===== config.mk =====
export PLATFORM = sky130hd
export DESIGN_NAME = mac_v2_pipe
export DESIGN_NICKNAME = d
export VERILOG_FILES = /design/src/rtl/mac_v2_pipe.sv
export SDC_FILE = /design/constraint.sdc
export NUM_CORES = 1
export LEC_CHECK = 0
export ABC_AREA = 1
export ABC_CLOCK_PERIOD_IN_PS = 13150
export CAP_MARGIN = 20
export CORE_ASPECT_RATIO = 2
export CORE_UTILIZATION = 65
export DETAILED_ROUTE_END_ITERATION = 16
export PLACE_DENSITY = 0.87
export REMOVE_ABC_BUFFERS = 1
export SLEW_MARGIN = 40
export SYNTH_ARGS = -nofsm -noshare
export SYNTH_HDL_FRONTEND = slang
export SYNTH_SLANG_ARGS = --single-unit

===== constraint.sdc =====
create_clock -name clk -period 13.15 [get_ports clk]
set_clock_uncertainty 0.05 [all_clocks]
set_input_delay 2.63 -clock clk [delete_from_list [all_inputs] [get_ports clk]]
set_output_delay 2.63 -clock clk [all_outputs]
set_load 0.01 [all_outputs]

===== src/rtl/mac_v2_pipe.sv =====
// mac_v2_pipe: three-stage pipelined multiply-accumulate for dot products.
// S1 registers operands, S2 registers the extended product, and S3 accumulates
// the product into a frame. Each completed frame is dumped to result with a
// one-cycle out_valid pulse. A frame length of zero selects running mode.
module mac_v2_pipe #(
  parameter int unsigned DW       = 8,
  parameter int unsigned AW       = 22,
  parameter int unsigned LW       = 8,
  parameter bit          SIGNED   = 1'b0,
  parameter bit          SATURATE = 1'b1
) (
  input  logic          clk,
  input  logic          rst,
  input  logic          clr,
  input  logic [LW-1:0] len,
  input  logic          in_valid,
  input  logic [DW-1:0] a,
  input  logic [DW-1:0] b,
  output logic          out_valid,
  output logic [AW-1:0] result,
  output logic          overflow
);

  if (AW < 2 * DW) begin : g_aw_check
    $error("mac_v2_pipe: AW must be at least 2*DW");
  end

  // Stage 1 state
  logic [DW-1:0] a_q, a_d, b_q, b_d;
  logic          v1_q, v1_d;

  // Stage 2 state
  logic signed [2*DW-1:0] prod_s;
  logic [2*DW-1:0]        prod_u;
  logic [AW-1:0]          p_q, p_d;
  logic                   v2_q, v2_d;

  // Stage 3 state
  logic [AW-1:0] acc_q, acc_d, result_q, result_d;
  logic [LW-1:0] cnt_q, cnt_d, len_l_q, len_l_d;
  logic          ovf_q, ovf_d, overflow_q, overflow_d, out_valid_q, out_valid_d;

  // Stage 3 datapath helpers
  logic [AW-1:0] base, sum_sat;
  logic [AW:0]   sum_w;
  logic [LW-1:0] len_eff;
  logic          this_ovf, running, last;

  // Stage 1: capture operands of an accepted term; clr drops the incoming term
  always_comb begin
    a_d  = a_q;
    b_d  = b_q;
    v1_d = in_valid & ~clr;
    if (in_valid) begin
      a_d = a;
      b_d = b;
    end
  end

  // Stage 2: full-width product, sign- or zero-extended to the accumulator width
  always_comb begin
    prod_u = {{DW{1'b0}}, a_q} * {{DW{1'b0}}, b_q};
    prod_s = $signed({{DW{a_q[DW-1]}}, a_q}) * $signed({{DW{b_q[DW-1]}}, b_q});
    if (SIGNED) begin
      p_d = AW'(prod_s);
    end else begin
      p_d = AW'(prod_u);
    end
    v2_d = v1_q & ~clr;
  end

  // Stage 3: accumulate, detect overflow, clamp or wrap, dump on frame end
  always_comb begin
    acc_d       = acc_q;
    cnt_d       = cnt_q;
    len_l_d     = len_l_q;
    ovf_d       = ovf_q;
    result_d    = result_q;
    overflow_d  = overflow_q;
    out_valid_d = 1'b0;

    // len is only sampled at frame start; mid-frame changes are ignored
    len_eff = (cnt_q == '0) ? len : len_l_q;
    running = (len_eff == '0);
    last    = (cnt_q == len_eff - LW'(1));
    // A new frame ignores the accumulator; running mode keeps summing
    base    = (cnt_q == '0 && !running) ? '0 : acc_q;

    if (SIGNED) begin
      sum_w    = {base[AW-1], base} + {p_q[AW-1], p_q};
      this_ovf = (base[AW-1] == p_q[AW-1]) && (sum_w[AW-1] != p_q[AW-1]);
    end else begin
      sum_w    = {1'b0, base} + {1'b0, p_q};
      this_ovf = sum_w[AW];
    end

    sum_sat = sum_w[AW-1:0];
    if (this_ovf && SATURATE) begin
      if (SIGNED) begin
        // Overflow direction follows the sign of the product
        sum_sat = p_q[AW-1] ? {1'b1, {(AW-1){1'b0}}} : {1'b0, {(AW-1){1'b1}}};
      end else begin
        sum_sat = '1;
      end
    end

    if (clr) begin
      acc_d      = '0;
      cnt_d      = '0;
      len_l_d    = '0;
      ovf_d      = 1'b0;
      result_d   = '0;
      overflow_d = 1'b0;
    end else if (v2_q) begin
      len_l_d = len_eff;
      if (running) begin
        acc_d       = sum_sat;
        result_d    = sum_sat;
        ovf_d       = ovf_q | this_ovf;
        overflow_d  = ovf_q | this_ovf;
        out_valid_d = 1'b1;
        cnt_d       = '0;
      end else if (last) begin
        result_d    = sum_sat;
        overflow_d  = ovf_q | this_ovf;
        out_valid_d = 1'b1;
        acc_d       = '0;
        cnt_d       = '0;
        ovf_d       = 1'b0;
      end else begin
        acc_d = sum_sat;
        cnt_d = cnt_q + LW'(1);
        ovf_d = ovf_q | this_ovf;
      end
    end
  end

  // State registers with asynchronous reset
  always_ff @(posedge clk or posedge rst) begin
    if (rst) begin
      a_q         <= '0;
      b_q         <= '0;
      v1_q        <= 1'b0;
      p_q         <= '0;
      v2_q        <= 1'b0;
      acc_q       <= '0;
      cnt_q       <= '0;
      len_l_q     <= '0;
      ovf_q       <= 1'b0;
      result_q    <= '0;
      overflow_q  <= 1'b0;
      out_valid_q <= 1'b0;
    end else begin
      a_q         <= a_d;
      b_q         <= b_d;
      v1_q        <= v1_d;
      p_q         <= p_d;
      v2_q        <= v2_d;
      acc_q       <= acc_d;
      cnt_q       <= cnt_d;
      len_l_q     <= len_l_d;
      ovf_q       <= ovf_d;
      result_q    <= result_d;
      overflow_q  <= overflow_d;
      out_valid_q <= out_valid_d;
    end
  end

  assign out_valid = out_valid_q;
  assign result    = result_q;
  assign overflow  = overflow_q;

endmodule

==> flow_summary.ini, run 1 <==
[placement]
gp_congestion = 1.02
io_buffers = 51
hpwlAfterDp_mm = 14.3
placed_area_um2 = 8170
dp.cells = 1163

[synthesis]
synth_edf_count = 0
synthCells = 1002
synth_ff_type = dfrtp_1
avgSynthCellArea_um2 = 7.64
synth_async_sr_flop_share_pct = 100
ys_seq_elements = 97
synthTopCellsByArea = dfrtp_1, nand2_1, fa_1, ha_1, inv_1
ys_types = 38
yosys.area.top_type_share_pct = 31.7
yosys_warnings = 0
synth-seq-area-share_pct = 31.7
yosysTopAreaCell = dfrtp_1
syn_area_um2 = 7650

[global_route]
grt_usage_pct = 32.7
grt_pass1_wl_mm = 30.5
grt_max_degree = 82
antenna_found_initial = 0
overflow = 0
first_global_vias = 6925

[setup_path]
cp.arrival_ns = 7.29
ff2ff_path_depth = 27
crit_type = in2reg
end_kind = flop
critPathLaunchType = input pin
crit_required_ns = 13.39
crit_path_max_fanout = 23

[timing]
hold-worst-slack_ns = 0.410
setup_tns_ns = 0
tightest_slew_ns = 0.766
rsz0062_at_grt = no
hold_viol_final = 0
finalCritPeriodShare_pct = 53.6
max_freq_ghz = 0.142
drv_slew = 0
relSlewSlack_pct = 48.9
setup_viol = 0
period_needed_ns = 7.05

[clock_network]
cts_resized = 0
cts_sinks = 97
postCtsSetupBuffers = 0
htree_levels = 3
cts_root_buf = clkbuf_16
clk_pin_slew_ns = 0.07
cts_max_path_buffers = 2
numCtsBuffers = 9
insertion_delay_ns = 0.35
cts_tree = done
hold_buffers = 0

[pwr]
power.leakage_nw = 4.92
peakVddDrop_uv = 89.9
combPwrFrac_pct = 53.1
pwr-share-seq_pct = 28.6
internal-power_uw = 755
p_per_area_nw_per_um2 = 163
power_frac_clock_pct = 18.2
p_total_mw = 1.38
switching_share_pct = 45.3
p_sw_uw = 627

[floorplan]
die-area_um2 = 12200
die_w_um = 78.7
start_util_pct = 67.4
row_count = 55
die_y_um = 155
num_io_pins = 52
core_region_area_um2 = 11400

[finish]
postLayoutCellArea_um2 = 8470
syn2layout_area_growth_pct = 10.7
layout_common_cells = nand2_1, inv_1, dfrtp_1, nand3_1, ha_1
fillerInstances = 864
fin_nets = 1153
finalNonFillerCells = 1180
diodes = 0
final_common_cell = nand2_1
layout-drive-gt1-share_pct = 8.29

[detailed_routing]
ant_nets = 0
routed_wirelength_mm = 18.2
vias = 6499
drtIter0Drc = 368
via_per_inst = 5.51
first_pass_iters = 5
wl_per_cell_um = 15.5
drc = 0

[hold_path]
whs_path_depth = 2
hp-class = reg2reg

[job]
maxCapViolations = 0

[status]
outcome = complete, no violations
## logic make-up (layout without fill, tap and decap cells)
group / Yosys count / after routing / share of synthesized area, %
XOR/XNOR: 30 / 30 / 3.43
AND/OR/NAND/NOR: 516 / 516 / 30.6
adder cells (fa/ha/maj): 92 / 92 / 18.7
flip-flops: 97 / 97 / 31.7
AO/OA/AOI/OAI: 59 / 59 / 4.51
buffers and inverters: 208 / 244 / 11.1
## metrics by stage
stage / utilization (%) / setup slack (ns)
2_1_floorplan: - / 7.07
3_3_place_gp: 71.9 / 6.08
3_5_place_dp: 71.9 / 5.85
4_1_cts: 74.3 / 6.21
5_1_grt: 74.6 / 5.73
6_report: 74.6 / 6.10
## critical path, cell delays in order
cell and delay [ns]:
clkdlybuf4s50_1 0.40, nand3b_1 0.17, nand2_2 0.14, ha_1 0.20, nand3_2 0.14, nor2_4 0.20, nand2_4 0.11, nand2_4 0.18
inv_1 0.29, nor2_1 0.17, ha_1 0.20, fa_1 0.23, nand3_1 0.09, nand3_1 0.14, nand3_1 0.08, o21ai_0 0.49
nand3_1 0.14, nand3_1 0.19, inv_1 0.10, nor2_4 0.15, nand3b_4 0.36, nand3_1 0.29, nand2_1 0.08, nand2_1 0.10
## per-layer routing
metal	up-vias	GRT usage [%]	wire, µm
met2	188	64.1	10600
met1	3090	28.1	5830
met3	105	4.46	435
met4	0	25.2	1330
met5	-	0	0
li1	3116	-	-
## worst paths after layout
kind / slack, ns / endpoint / from
min: 0.41 / v2_q$_DFF_PP0_ / v1_q$_DFF_PP0_
min reg2reg: 0.41 / v2_q$_DFF_PP0_ / v1_q$_DFF_PP0_
min in group asynchronous: 2.49 / b_q[0]$_DFFE_PP0P_ / rst
max in group asynchronous: 9.70 / p_q[12]$_DFF_PP0_ / rst
max reg2reg: 7.67 / acc_q[21]$_DFFE_PP0P_ / cnt_q[0]$_DFFE_PP0P_
max: 6.10 / acc_q[21]$_DFFE_PP0P_ / len[1]
## synthesized netlist by cell type (4+ instances only)
cell,count
xor2_1,22
o22ai_1,8
buf_6,6
nand2_4,10
nand3_2,5
o21ai_0,11
inv_2,8
nand2_1,338
nand3b_1,7
nor2_2,6
inv_1,165
nand3_1,59
dfrtp_1,97
clkbuf_1,23
xnor2_1,8
ha_1,55
nand2_2,27
nor2_4,7
nand4_1,4
fa_1,37
a21oi_1,26
nor2_1,47
a21o_1,5
## power groups by stage
stage | clock network [mW] | registers [mW] | logic (mW)
global placement | 0 | 0.397 | 0.698
global route | 0.267 | 0.401 | 0.825
CTS | 0.254 | 0.395 | 0.730
detailed placement | 0 | 0.400 | 0.723
finish | 0.252 | 0.396 | 0.734
floorplan | 0 | 0.388 | 0.559
## layout make-up
| class | instances | area [µm²] | area share, % |
|---|---|---|---|
| multi-input combinational | 697 | 4380 | 51.7 |
| sequential | 97 | 2430 | 28.6 |
| inverter | 174 | 656 | 7.74 |
| timing repair buffer | 54 | 557 | 6.57 |
| clock buffer | 11 | 233 | 2.75 |
| tap | 142 | 178 | 2.10 |
| clock inverter | 5 | 43.8 | 0.517 |
## flip-flops by register name (all words and copies together), names as in the netlist
register / count
a_q: 8
acc_q: 22
b_q: 8
cnt_q: 8
len_l_q: 8
out_valid: 1
overflow: 1
ovf_q: 1
p_q: 16
result: 22
v1_q: 1
v2_q: 1
Note: power is estimated with default switching activity, not from simulation.
==> run 2: changes to the inputs <==
--- a/config.mk
+++ b/config.mk
@@ -6,12 +6,12 @@
 export NUM_CORES = 1
 export LEC_CHECK = 0
 export ABC_AREA = 1
-export ABC_CLOCK_PERIOD_IN_PS = 13150
+export ABC_CLOCK_PERIOD_IN_PS = 6600
 export CAP_MARGIN = 20
 export CORE_ASPECT_RATIO = 2
-export CORE_UTILIZATION = 65
+export CORE_UTILIZATION = 61
 export DETAILED_ROUTE_END_ITERATION = 16
-export PLACE_DENSITY = 0.87
+export PLACE_DENSITY = 0.82
 export REMOVE_ABC_BUFFERS = 1
 export SLEW_MARGIN = 40
 export SYNTH_ARGS = -nofsm -noshare
==> constraint.sdc (replaced) <==
create_clock -name clk -period 6.6 [get_ports clk]
set_clock_uncertainty 0.05 [all_clocks]
set_input_delay 1.32 -clock clk [delete_from_list [all_inputs] [get_ports clk]]
set_output_delay 1.32 -clock clk [all_outputs]
set_load 0.01 [all_outputs]
==> run 2 against run 1 <==
Compared with the run above: critical path depth stayed put; global-route usage is 2.9 points lower; cell area is 0.13% higher; setup slack worse by 5.1 ns; register-to-register slack worse by 6.5 ns; clock-buffer cell count is 1 lower; sequential cell count stayed put; cell count is 0.42% higher; total power is 100% higher; utilization is 5.1 points lower; critical path type unchanged.
==> flow_summary.ini, run 2 (synthesis gave the netlist of run 1 again) <==
[global_route]
grt_pass1_wl_mm = 29.3
overflow = 0
antenna_found_initial = 0
grt_usage_pct = 29.7
grt_max_degree = 59
first_global_vias = 6716

[timing]
tightest_slew_ns = 0.741
finalCritPeriodShare_pct = 84.9
rsz0062_at_grt = no
relSlewSlack_pct = 50.5
drv_slew = 0
setup_viol = 0
setup_tns_ns = 0
hold_viol_final = 0
max_freq_ghz = 0.178
period_needed_ns = 5.61
hold-worst-slack_ns = 0.420

[clock_network]
htree_levels = 3
cts_sinks = 97
cts_resized = 0
insertion_delay_ns = 0.36
postCtsSetupBuffers = 0
cts_max_path_buffers = 2
cts_root_buf = clkbuf_16
clk_pin_slew_ns = 0.07
numCtsBuffers = 9
hold_buffers = 0
cts_tree = done

[setup_path]
slowest_stage = o21ai_0
crit_family = simple AND/OR/NAND/NOR gates
crit_path_max_fanout = 23
crit_type = in2reg
end_kind = flop
path_cells = clkdlybuf4s50_1 -> nand3b_1 -> nand2_2 -> ha_1 -> nand3_2 -> nor2_4 -> nand2_4 -> nand2_4 -> inv_1 -> nor2_1 -> ha_1 -> fa_1 -> nand3_1 -> nand3_1 -> nand3_1 -> o21ai_0 -> nand3_1 -> nand3_1 -> inv_1 -> nor2_4 -> nand3b_4 -> o21ai_0 -> nand2_1 -> nand2_1
crit_required_ns = 6.84
cp_slowest_stage_delay_ns = 0.45
path_buf_inv = 3
critPathMostFrequentCell = nand3_1
cp.arrival_ns = 5.85
critPathLaunchType = input pin

[floorplan]
start_util_pct = 62.7
core_region_area_um2 = 12200
num_io_pins = 52
die_w_um = 81.2
die_y_um = 160
die-area_um2 = 13000
row_count = 57

[placement]
gp_congestion = 0.955
io_buffers = 51
dp.cells = 1168
hpwlAfterDp_mm = 13.7
placed_area_um2 = 8170

[pwr]
p_per_area_nw_per_um2 = 325
peakVddDrop_uv = 238
p_total_mw = 2.76
power.leakage_nw = 4.93

[detailed_routing]
first_pass_iters = 4
routed_wirelength_mm = 17.4
drtIter0Drc = 360
ant_nets = 0
wl_per_cell_um = 14.7
via_per_inst = 5.34
vias = 6333
drc = 0

[finish]
syn2layout_area_growth_pct = 10.9
layout_common_cells = nand2_1, inv_1, dfrtp_1, nand3_1, ha_1
finalNonFillerCells = 1185
final_common_cell = nand2_1
postLayoutCellArea_um2 = 8490
layout-drive-gt1-share_pct = 8.48
fillerInstances = 978
register_area_um2 = 2430
diodes = 0
fin_nets = 1153
multi_input_area_um2 = 4380

[job]
maxCapViolations = 0

[status]
outcome = complete, no violations

[hold_path]
hp-class = reg2reg
-- run 2: stage by stage --
stage	util, %	setup slack, ns
3_3_place_gp	67.0	0.825
2_1_floorplan	-	1.83
3_5_place_dp	67.0	0.645
6_report	69.6	0.993
4_1_cts	69.4	1.02
5_1_grt	69.6	0.527
-- run 2: worst paths after layout --
kind / start / to / slack, ns / cells past startpoint
min in group asynchronous: rst / acc_q[3]$_DFFE_PP0P_ / 1.28 / 2
max reg2reg: cnt_q[0]$_DFFE_PP0P_ / acc_q[2]$_DFFE_PP0P_ / 1.22 / 27
min: v1_q$_DFF_PP0_ / v2_q$_DFF_PP0_ / 0.42 / 2
max in group asynchronous: rst / result[11]$_DFFE_PP0P_ / 4.31 / 4
max: len[1] / acc_q[2]$_DFFE_PP0P_ / 0.99 / 24
min reg2reg: v1_q$_DFF_PP0_ / v2_q$_DFF_PP0_ / 0.42 / 2
-- run 2: layout make-up --
type                            count  area share [%]
Inverter                          174            7.73
Clock buffer                       10            2.82
Sequential cell                    97            28.6
Timing Repair Buffer               54            6.43
Tap cell                          147            2.17
Multi-Input combinational cell    697            51.6
Clock inverter                      6           0.634
-- run 2: routing by layer --
layer	track usage (%)	vias to the layer above	part of all wire [%]
met5	0	-	0
met4	19.2	0	5.8
met3	5.23	71	2.8
met2	56.8	146	58
met1	26.9	3011	33
li1	-	3105	-
-- run 2: power by group --
| group | internal (mW) | leakage [nW] | switching [mW] |
|---|---|---|---|
| Combinational | 0.533 | 3.50 | 0.914 |
| Clock | 0.275 | 0.148 | 0.252 |
| Sequential | 0.707 | 1.28 | 0.0784 |
| Total | 1.51 | 4.93 | 1.24 |
-- run 2: worst reg2reg max path: cells and delay by family (launching register included) --
kind	cells	cell delay, ns
flip-flops	1	0.43
AO/OA/AOI/OAI	2	0.70
AND/OR/NAND/NOR	19	2.60
adder cells (fa/ha/maj)	3	0.80
buffers and inverters	3	0.72
